**src/rtl/soc_system_pio_in_capture.sv**
```systemverilog
// Avalon-MM input PIO: synchronizes and debounces external pins, captures
// qualifying edges into a sticky W1C register and raises a masked level irq.
module soc_system_pio_in_capture #(
  parameter int WIDTH           = 2,
  parameter int DEBOUNCE_CYCLES = 16,
  parameter int EDGE_TYPE       = 0
) (
  input  logic             clk,
  input  logic             reset_n,
  input  logic [2:0]       address,
  input  logic             chipselect,
  input  logic             write_n,
  input  logic [31:0]      writedata,
  input  logic [WIDTH-1:0] in_port,
  output logic [31:0]      readdata,
  output logic             irq
);

  localparam int CNT_W = $clog2(DEBOUNCE_CYCLES) + 1;
  localparam logic [CNT_W-1:0] CNT_MAX = CNT_W'(DEBOUNCE_CYCLES - 1);

  logic [WIDTH-1:0] sync1_q, sync2_q;
  logic [WIDTH-1:0] deb_q, deb_d;
  logic [CNT_W-1:0] cnt_q [WIDTH];
  logic [CNT_W-1:0] cnt_d [WIDTH];
  logic [WIDTH-1:0] commit;
  logic [WIDTH-1:0] cap_set, cap_clr;
  logic [WIDTH-1:0] irqmask_q, irqmask_d;
  logic [WIDTH-1:0] edgecap_q, edgecap_d;
  logic             irq_q, irq_d;
  logic             wr_en;
  logic             unused_wd;

  // A commit always moves deb to the current sync2 level, so that level
  // tells the direction of the accepted edge.
  function automatic logic [WIDTH-1:0] edge_select(input logic [WIDTH-1:0] commit_v,
                                                   input logic [WIDTH-1:0] level);
    logic [WIDTH-1:0] rise, fall;
    rise = commit_v & level;
    fall = commit_v & ~level;
    if (EDGE_TYPE == 0)      edge_select = rise;
    else if (EDGE_TYPE == 1) edge_select = fall;
    else                     edge_select = rise | fall;
  endfunction

  function automatic logic [31:0] zext(input logic [WIDTH-1:0] v);
    zext = '0;
    zext[WIDTH-1:0] = v;
  endfunction

  assign wr_en     = chipselect & ~write_n;
  assign unused_wd = ^writedata;

  always_comb begin
    deb_d  = deb_q;
    cnt_d  = cnt_q;
    commit = '0;
    for (int i = 0; i < WIDTH; i++) begin
      if (sync2_q[i] == deb_q[i]) begin
        cnt_d[i] = '0;
      end else if (cnt_q[i] == CNT_MAX) begin
        deb_d[i]  = sync2_q[i];
        cnt_d[i]  = '0;
        commit[i] = 1'b1;
      end else begin
        cnt_d[i] = cnt_q[i] + CNT_W'(1);
      end
    end
  end

  assign cap_set = edge_select(commit, sync2_q);

  // Set wins over a same-cycle clear so a fresh edge is never lost.
  always_comb begin
    irqmask_d = irqmask_q;
    cap_clr   = '0;
    if (wr_en && address == 3'd2) irqmask_d = writedata[WIDTH-1:0];
    if (wr_en && address == 3'd3) cap_clr   = writedata[WIDTH-1:0];
    edgecap_d = (edgecap_q & ~cap_clr) | cap_set;
    irq_d     = |(edgecap_d & irqmask_d);
  end

  always_comb begin
    case (address)
      3'd0:    readdata = zext(deb_q);
      3'd1:    readdata = zext(sync2_q);
      3'd2:    readdata = zext(irqmask_q);
      3'd3:    readdata = zext(edgecap_q);
      default: readdata = '0;
    endcase
  end

  assign irq = irq_q;

  always_ff @(posedge clk or negedge reset_n) begin
    if (!reset_n) begin
      sync1_q   <= '0;
      sync2_q   <= '0;
      deb_q     <= '0;
      for (int i = 0; i < WIDTH; i++) cnt_q[i] <= '0;
      irqmask_q <= '0;
      edgecap_q <= '0;
      irq_q     <= 1'b0;
    end else begin
      sync1_q   <= in_port;
      sync2_q   <= sync1_q;
      deb_q     <= deb_d;
      cnt_q     <= cnt_d;
      irqmask_q <= irqmask_d;
      edgecap_q <= edgecap_d;
      irq_q     <= irq_d;
    end
  end

endmodule

```
**config.mk**
```make
export PLATFORM = sky130hd
export DESIGN_NAME = soc_system_pio_in_capture
export DESIGN_NICKNAME = d
export VERILOG_FILES = /design/src/rtl/soc_system_pio_in_capture.sv
export SDC_FILE = /design/constraint.sdc
export NUM_CORES = 1
export LEC_CHECK = 0
export CAP_MARGIN = 20
export CORE_AREA = 2 2 60 62
export CTS_BUF_LIST = sky130_fd_sc_hd__clkbuf_16
export DETAILED_ROUTE_END_ITERATION = 8
export DIE_AREA = 0 0 62 64
export PLACE_DENSITY = 0.77
export SLEW_MARGIN = 20
export SYNTH_ARGS = -nofsm -noshare
export SYNTH_HDL_FRONTEND = slang
export SYNTH_SLANG_ARGS = --single-unit
export TNS_END_PERCENT = 10
```
**constraint.sdc**
```tcl
create_clock -name clk -period 1.55 [get_ports clk]
set_input_delay 0.2325 -clock clk [delete_from_list [all_inputs] [get_ports clk]]
set_output_delay 0.2325 -clock clk [all_outputs]
set_load 0.03 [all_outputs]
```
==> metrics.md, run 1 <==
| Metric | Value |
|---|---|
| DRT Pass-1 Iters | 2 |
| Yosys warnings | 0 |
| Last weighted congestion value of the routability-driven placer | 0.737 |
| Fin crit share | 106% |
| DP HPWL | 1370 um |
| First-pass GRT wire length | between 2000 and 3000 um |
| Clock latency reported for the late side of the worst-skew pair | 0.25 ns |
| CTS tree | yes |
| Number of global-route vias before repair | about 660 |
| Register-to-register setup slack | 0.12 ns |
| Total power per unit cell area | 1010 nW/um^2 |
| Summed area of non-filler cells in the final layout | 1350 um^2 |
| Initial standard-cell utilization of the core | 33.7% |
| Number of buffers created by CTS | 3 |
| Final setup violation count | 2 |
| Final total power | approximately 1400 uW |
| Fmax | around 610 MHz |
| Largest clock skew in the final design | roughly 0.0023 ns |
| Total standard cell area after synthesis | 1110 um^2 |
| Height of the die | 64 um |
| Outcome | finished with violations |
| Standard cell core area | 3280 um^2 |
| Largest fanout on the critical path | 2 |
| Failing checks | setup timing |
| Placed cell areas | 1230 um^2 |
| Post-synthesis sequential area ratio | between 40% and 50% |
| Final-layout worst hold slack | around 0.32 ns |
| Post-synthesis cell type count | 19 |
| Number of max-cap violations | 0 |
| Required time of the critical path | 1.32 ns |
| Area added between synthesis and finish | 21.7% |
| Leading area contributor after synthesis | dfrtp_1 |
| Aggregate global-route resource usage | 9.37% |
| Maximum vdd drop | about 0.30 mV |
| Kind of start point of the critical path | flop |
| Via-to-Cell Ratio | 3.81 |
| Total die area | 3970 um^2 |
| # rows | 21 |
| DR WL/cell | between 10 and 15 um |
| Leak | 0.000697 uW |
| I/O pin cnt | 74 |
| Maximum buffer depth of the clock tree | 2 |
| Synth Instances | 98 |
| Average cell area after synthesis | 11.3 um^2 |
| Data arrival time at the worst-slack endpoint | about 1.4 ns |
| Area contributors post-synth | dfrtp_1, buf_4, xor2_1 |
| Number of design-rule violations left by the first detailed-router iteration | 7 |
| Critical Path Sink Type | output pin |
| Setup slack after placement | -0.783 ns |
| Worst hold path type | input pin to asynchronous set/reset pin |
| DIE WIDTH | 62 um |
| Sink Count | 21 |
| Number of storage elements in the synthesis netlist | 21 |
| Largest net degree at the start of global routing | 22 |
| Nets | 170 |
| Global-route congestion overflow total | 0 |
| Clk root buf | clkbuf_16 |
| Routed Antenna Nets | 0 |
| Port Buffer Count | 13 |
| Count of final hold-check violations | 0 |
| Clock transition time at the flip-flop clock pins of the worst setup and hold paths | 0.06 ns |
| DRC violations left | 0 |
| Share of the synthesized area in the top cell type | between 40 and 50% |
| Tmin final | 1.65 ns |
| Via count | 655 |
| CP Class | flop to output pin |
| Final routed wirelength across all metal layers | 1750 um |
| CTS H-tree depth | 1 |
| Total inserted antenna cells | 0 |
| Number of antenna violations at the first check in global routing | 0 |
| Fraction of layout cells with a size suffix above 1 | 19.8% |
| Utilization after layout | 41.0% |
| Number of pins exceeding their max-slew limit in the final report | 0 |
| Unrepaired setup endpoints after global routing | yes |
| Slack of the critical path | -0.0975 ns |
==> cell usage in the layout (no fill, tap or decap) <==
cell / synthesis / routed
a22o_1: 1 / 1
nand3_1: 6 / 6
inv_1: 3 / 3
o21ai_0: 4 / 4
xor2_1: 6 / 6
and4bb_1: 1 / 1
buf_6: 0 / 2
ha_1: 2 / 2
clkdlybuf4s50_1: 0 / 8
and2_1: 3 / 3
clkinv_2: 0 / 1
and2b_2: 2 / 2
a32o_1: 2 / 2
mux4_2: 2 / 2
and3_1: 2 / 2
mux2_4: 2 / 2
nand2_1: 2 / 2
clkbuf_16: 0 / 3
dlygate4sd2_1: 0 / 3
nor2b_4: 1 / 1
conb_1: 1 / 30
nor2_1: 7 / 7
buf_4: 30 / 12
dfrtp_1: 21 / 21
==> final cells by class <==
class | instances | area (um^2)
clock inverters | 1 | 5.00
inverters | 3 | 11.3
fillers | 320 | 1940
clock buffers | 3 | 75.1
flip-flops and latches | 21 | 526
multi-input cells | 73 | 453
repair buffers | 25 | 219
well taps | 46 | 57.6
==> worst max-delay path, stage by stage (launching register included) <==
cell	delay [ns]
dfrtp_1	0.38
mux4_2	0.44
and2b_2	0.21
buf_6	0.13
==> through the flow <==
step	std cells	setup TNS, ns
global placement	163	-1.84
detailed placement	163	-2.20
global route	172	-0.280
floorplan	127	0
finish	172	-0.190
CTS	171	-0.205
==> routing by layer <==
metal  track usage, %  wire length (um)  vias up
met5                0                 0        -
met2             15.4               939       26
met1             11.0               697      308
met4             5.32                27        0
met3             1.82                80        2
li1                 -                 -      319
==> cell families after synthesis <==
| logic type | share of synthesized area [%] |
|---|---|
| AOI/OAI and AO/OA | 4.41 |
| xor gates and xnor gates | 4.75 |
| adders and majority gates | 2.26 |
| buffers and inverters | 21.4 |
| DFF | 47.5 |
| muxes | 6.79 |
| other | 0.339 |
| and+or+nand+nor | 12.6 |
==> report_power, final <==
part | leakage, uW | internal [uW] | switching, uW
clock network | 0.0000409 | 345 | 180
logic | 0.000380 | 81.1 | 152
registers | 0.000276 | 579 | 17.1
==> flip-flops by register name (all words and copies together) (netlist names) <==
name	cells
deb_q	2
cnt_q	10
edgecap_q	2
irqmask_q	2
sync2_q	2
sync1_q	2
irq	1
==> synth_stat cells <==
library cell	number
and2_1	3
dfrtp_1	21
xor2_1	6
o21ai_0	4
and2b_2	2
mux4_2	2
a32o_1	2
and4bb_1	1
mux2_4	2
buf_4	30
conb_1	1
nor2b_4	1
a22o_1	1
and3_1	2
nand3_1	6
ha_1	2
inv_1	3
nand2_1	2
nor2_1	7
==> final timing paths <==
check / start / to / cells after the start
min in group clk: sync1_q[1] / sync2_q[1] / 0
min reg2reg: sync1_q[1] / sync2_q[1] / 0
max in group asynchronous: reset_n / cnt_q[9] / 2
max: sync2_q[1] / readdata[1] / 3
min: reset_n / cnt_q[0] / 2
max reg2reg: cnt_q[5] / irq / 5
==> repair_timing <==
item | in CTS | in global routing
setup buffers | 4 | 1
gates resized for setup | 17 | 0
pin swaps | 1 | 1
hold buffers | 0 | 0
endpoints found under the setup margin | 3 | 3
No activity file was read; power rests on OpenSTA's default activity.
==> run 2: changes to the inputs <==
Settings changed: GPL_TIMING_DRIVEN from default to 0.
==> run 2 against run 1 <==
  * The run still ends with setup timing left
  * Non-clock buffer count increased by 26
  * Clock-buffer cell count unchanged
  * Sequential share of layout area decreased by 5.1 points
  * Largest cell class unchanged
  * Highest routed layer unchanged
==> metrics.md, run 2 (synthesis gave the netlist of run 1 again) <==
| Metric | Value |
|---|---|
| Startpoint of the tightest hold check path | sync1_q[1] |
| Filler Cells Inserted | 297 (-7.2%) |
| Largest clock skew in the final design | 0.00421 ns (+0.00186 ns) |
| Fmax | 604 MHz (-0.56%) |
| Relative max-transition margin | around two fifths |
| Fraction of layout cells with a size suffix above 1 | 34.2% (+14 points) |
| Leak | 0.000855 uW (+23%) |
| Failing checks | setup timing |
| Capture endpoint of the worst hold path | sync2_q[1] |
| First-pass GRT wire length | 2840 um (+4.8%) |
| Nets | 196 (+15%) |
| DRT Pass-1 Iters | 2 (unchanged) |
| Clock share of power | 37.4% (-1.4 points) |
| Global-route congestion overflow total | 0 (unchanged) |
| Final total power | 1410 uW (+4.0%) |
| Total die area | 3970 um^2 (unchanged) |
| CTS H-tree depth | 1 (unchanged) |
| Worst hold path type | flop to flop |
| DP HPWL | 1290 um (-5.7%) |
| Worst Hold Depth | 0 |
| Via-to-Cell Ratio | 3.67 (-3.6%) |
| Final routed wirelength across all metal layers | 1770 um (+1.5%) |
| Sink Count | 21 (unchanged) |
| Total inserted antenna cells | 0 (unchanged) |
| Last weighted congestion value of the routability-driven placer | 0.727 (-1.3%) |
| Outcome | finished with violations |
| Initial standard-cell utilization of the core | 33.7% (unchanged) |
| Setup slack after placement | -0.872 ns (-0.0890 ns) |
| Total instance count after detailed placement | 186 (+14%) |
| Number of buffers created by CTS | 3 (unchanged) |
| Critical Path Sink Type | output pin |
| Post-route insts no fill | 198 (+15%) |
| Number of flip-flops under the largest register name | 10 (unchanged) |
| Register with the highest flop count | cnt_q |
| Required time of the critical path | 1.32 ns (about the same) |
| Maximum buffer depth of the clock tree | 2 (unchanged) |
| Startpoint of the lowest-slack register-to-register path | cnt_q[5] |
| Final-layout setup total negative slack | -0.204 ns (-0.0133 ns) |
| CTS tree | yes |
| Commonest cells after routing, fill and taps aside | buf_4, conb_1, dfrtp_1, clkdlybuf4s50_1, nor2_1 |
| Fin crit share | 107% (+0.60 points) |
| Kind of start point of the critical path | flop |
| Capturing point of the worst reg2reg path | irq |
| Number of pins exceeding their max-slew limit in the final report | 0 (unchanged) |
| List of cells traversed by the critical path | mux4_2, and2b_2, buf_6 |
| Clk root buf | clkbuf_16 |
| DIE WIDTH | 62 um (unchanged) |
| Data arrival time at the worst-slack endpoint | 1.42 ns (about the same) |
| Height of the die | 64 um (unchanged) |
| Via count | 727 (+11%) |
| Tmin final | 1.66 ns (+0.00931 ns) |
| Most common cell after layout, fill and taps aside | buf_4 |
| CTS hold repair buffers | 0 (unchanged) |
| Final setup violation count | 2 (unchanged) |
| Number of global-route vias before repair | 678 (+3.5%) |
| Portion of total power attributed to combinational logic | 20.3% (+3.1 points) |
| Port Buffer Count | 13 (unchanged) |
| Slack of the critical path | -0.107 ns (-0.00931 ns) |
| Number of max-cap violations | 0 (unchanged) |
| Maximum vdd drop | 0.301 mV (-1.3%) |
| Largest net degree at the start of global routing | 22 (unchanged) |
| Clock transition time at the flip-flop clock pins of the worst setup and hold paths | 0.06 ns (about the same) |
| Worst path slowest cell | mux4_2 |
| Standard cell core area | 3280 um^2 (unchanged) |
| Sequential Power Share | 42.3% (-1.7 points) |
| Count of final hold-check violations | 0 (unchanged) |
| Worst Max-Slew Pin Slew | a little over 0.9 ns |
| Number of design-rule violations left by the first detailed-router iteration | 9 (+2) |
| Register-to-register setup slack | 0.13 ns (about the same) |
| DR WL/cell | 8.95 um (-12%) |
| Aggregate global-route resource usage | 10.0% (+0.63 points) |
| Largest fanout on the critical path | 2 (unchanged) |
| Switching pwr | 359 uW (+2.9%) |
| Clock latency reported for the late side of the worst-skew pair | 0.25 ns (about the same) |
| # rows | 21 (unchanged) |
| Unrepaired setup endpoints after global routing | yes |
| Worst reg-to-reg path cell count | 5 (unchanged) |
| Internal | 1050 uW (+4.4%) |
| I/O pin cnt | 74 (unchanged) |
| CP Class | flop to output pin |
| Number of antenna violations at the first check in global routing | 0 (unchanged) |
| DRC violations left | 0 (unchanged) |
| Area added between synthesis and finish | 40.2% |
| Maximum cell stage delay along the critical path | 0.44 ns (about the same) |
| Total power per unit cell area | 908 nW/um^2 (-9.7%) |
| Routed Antenna Nets | 0 (unchanged) |
| Switching power share of the total | 25.5% (-0.29 points) |
==> run 2: repair_timing <==
| action | CTS | global route |
|---|---|---|
| resized for setup | 18 | 2 |
| pin swaps | 0 | 1 |
| hold endpoints to repair | 0 | 0 |
| buffers inserted | 5 | 3 |
| setup endpoints to repair | 3 | 3 |
==> run 2: area by class of cell <==
| type | count | area, um^2 | share of cell area, % |
|---|---|---|---|
| plain buffers | 30 | 225 | 14.5 |
| clock buffers | 3 | 75.1 | 4.84 |
| clock inverters | 1 | 3.75 | 0.242 |
| inverters | 3 | 11.3 | 0.726 |
| multi-input cells | 73 | 453 | 29.2 |
| flip-flops and latches | 21 | 526 | 33.9 |
| well taps | 46 | 57.6 | 3.71 |
| repair buffers | 21 | 199 | 12.8 |
==> run 2: worst max-delay path by stage <==
| stage | from | endpoint | slack, ns | depth (start not counted) |
|---|---|---|---|---|
| 6_report | sync2_q[0] | readdata[0] | -0.11 | 3 |
| 5_1_grt | edgecap_q[1] | readdata[1] | -0.13 | 3 |
| 4_1_cts | edgecap_q[0] | readdata[0] | -0.11 | 3 |
| 3_5_place_dp | address[0] | readdata[0] | -0.87 | 4 |
| 3_3_place_gp | address[0] | readdata[0] | -0.87 | 4 |
| 2_1_floorplan | cnt_q[5] | irq | 0.21 | 5 |
==> run 2: critical path: cells and delay by family, from the launching register on <==
| family | cells | cell delay [ns] |
|---|---|---|
| buffers and inverters | 1 | 0.13 |
| DFF | 1 | 0.39 |
| muxes | 1 | 0.44 |
| and+or+nand+nor | 1 | 0.21 |
==> run 2: stage by stage <==
stage                     instance area [um^2]  hold slack (ns)  utilization [%]
final                                     1550            0.347             47.2
after CTS                                 1520            0.348             46.4
after global routing                      1550            0.351             47.2
after global placement                    1400            0.333             42.7
after detailed placement                  1400            0.336             42.7
after floorplan                           1210          -0.0631                -
==> run 2: routing by layer <==
metal  vias to the layer above  GRT usage [%]  share of wire (%)
li1                        373              -                  -
met1                       320           11.4                 42
met2                        29           15.9                 48
met3                         5           2.02                6.9
met4                         0           7.18                3.3
met5                         -              0                  0
==> run 2: power groups by stage <==
stage	clock (uW)	sequential (uW)	combinational, uW
after detailed placement	0	607	274
after global routing	564	599	308
after floorplan	0	603	219
final	527	596	286
after global placement	0	606	273
after CTS	543	595	282
==> run 3: changes to the inputs <==
Clock period 1.55 ns to 1.6 ns, I/O delays scaled along.
==> results of run 3 <==
The final DEF is identical to that of run 2. Status: finished with violations: setup timing.
Among the figures that moved: setup slack after placement -0.872 ns -> -0.837 ns; setup slack after layout -0.107 ns -> -0.0643 ns; setup TNS -0.204 ns -> -0.119 ns; register-to-register setup slack 0.13 ns -> 0.18 ns; total power 1410 uW -> 1360 uW; worst IR drop on VDD 0.301 mV -> 0.291 mV
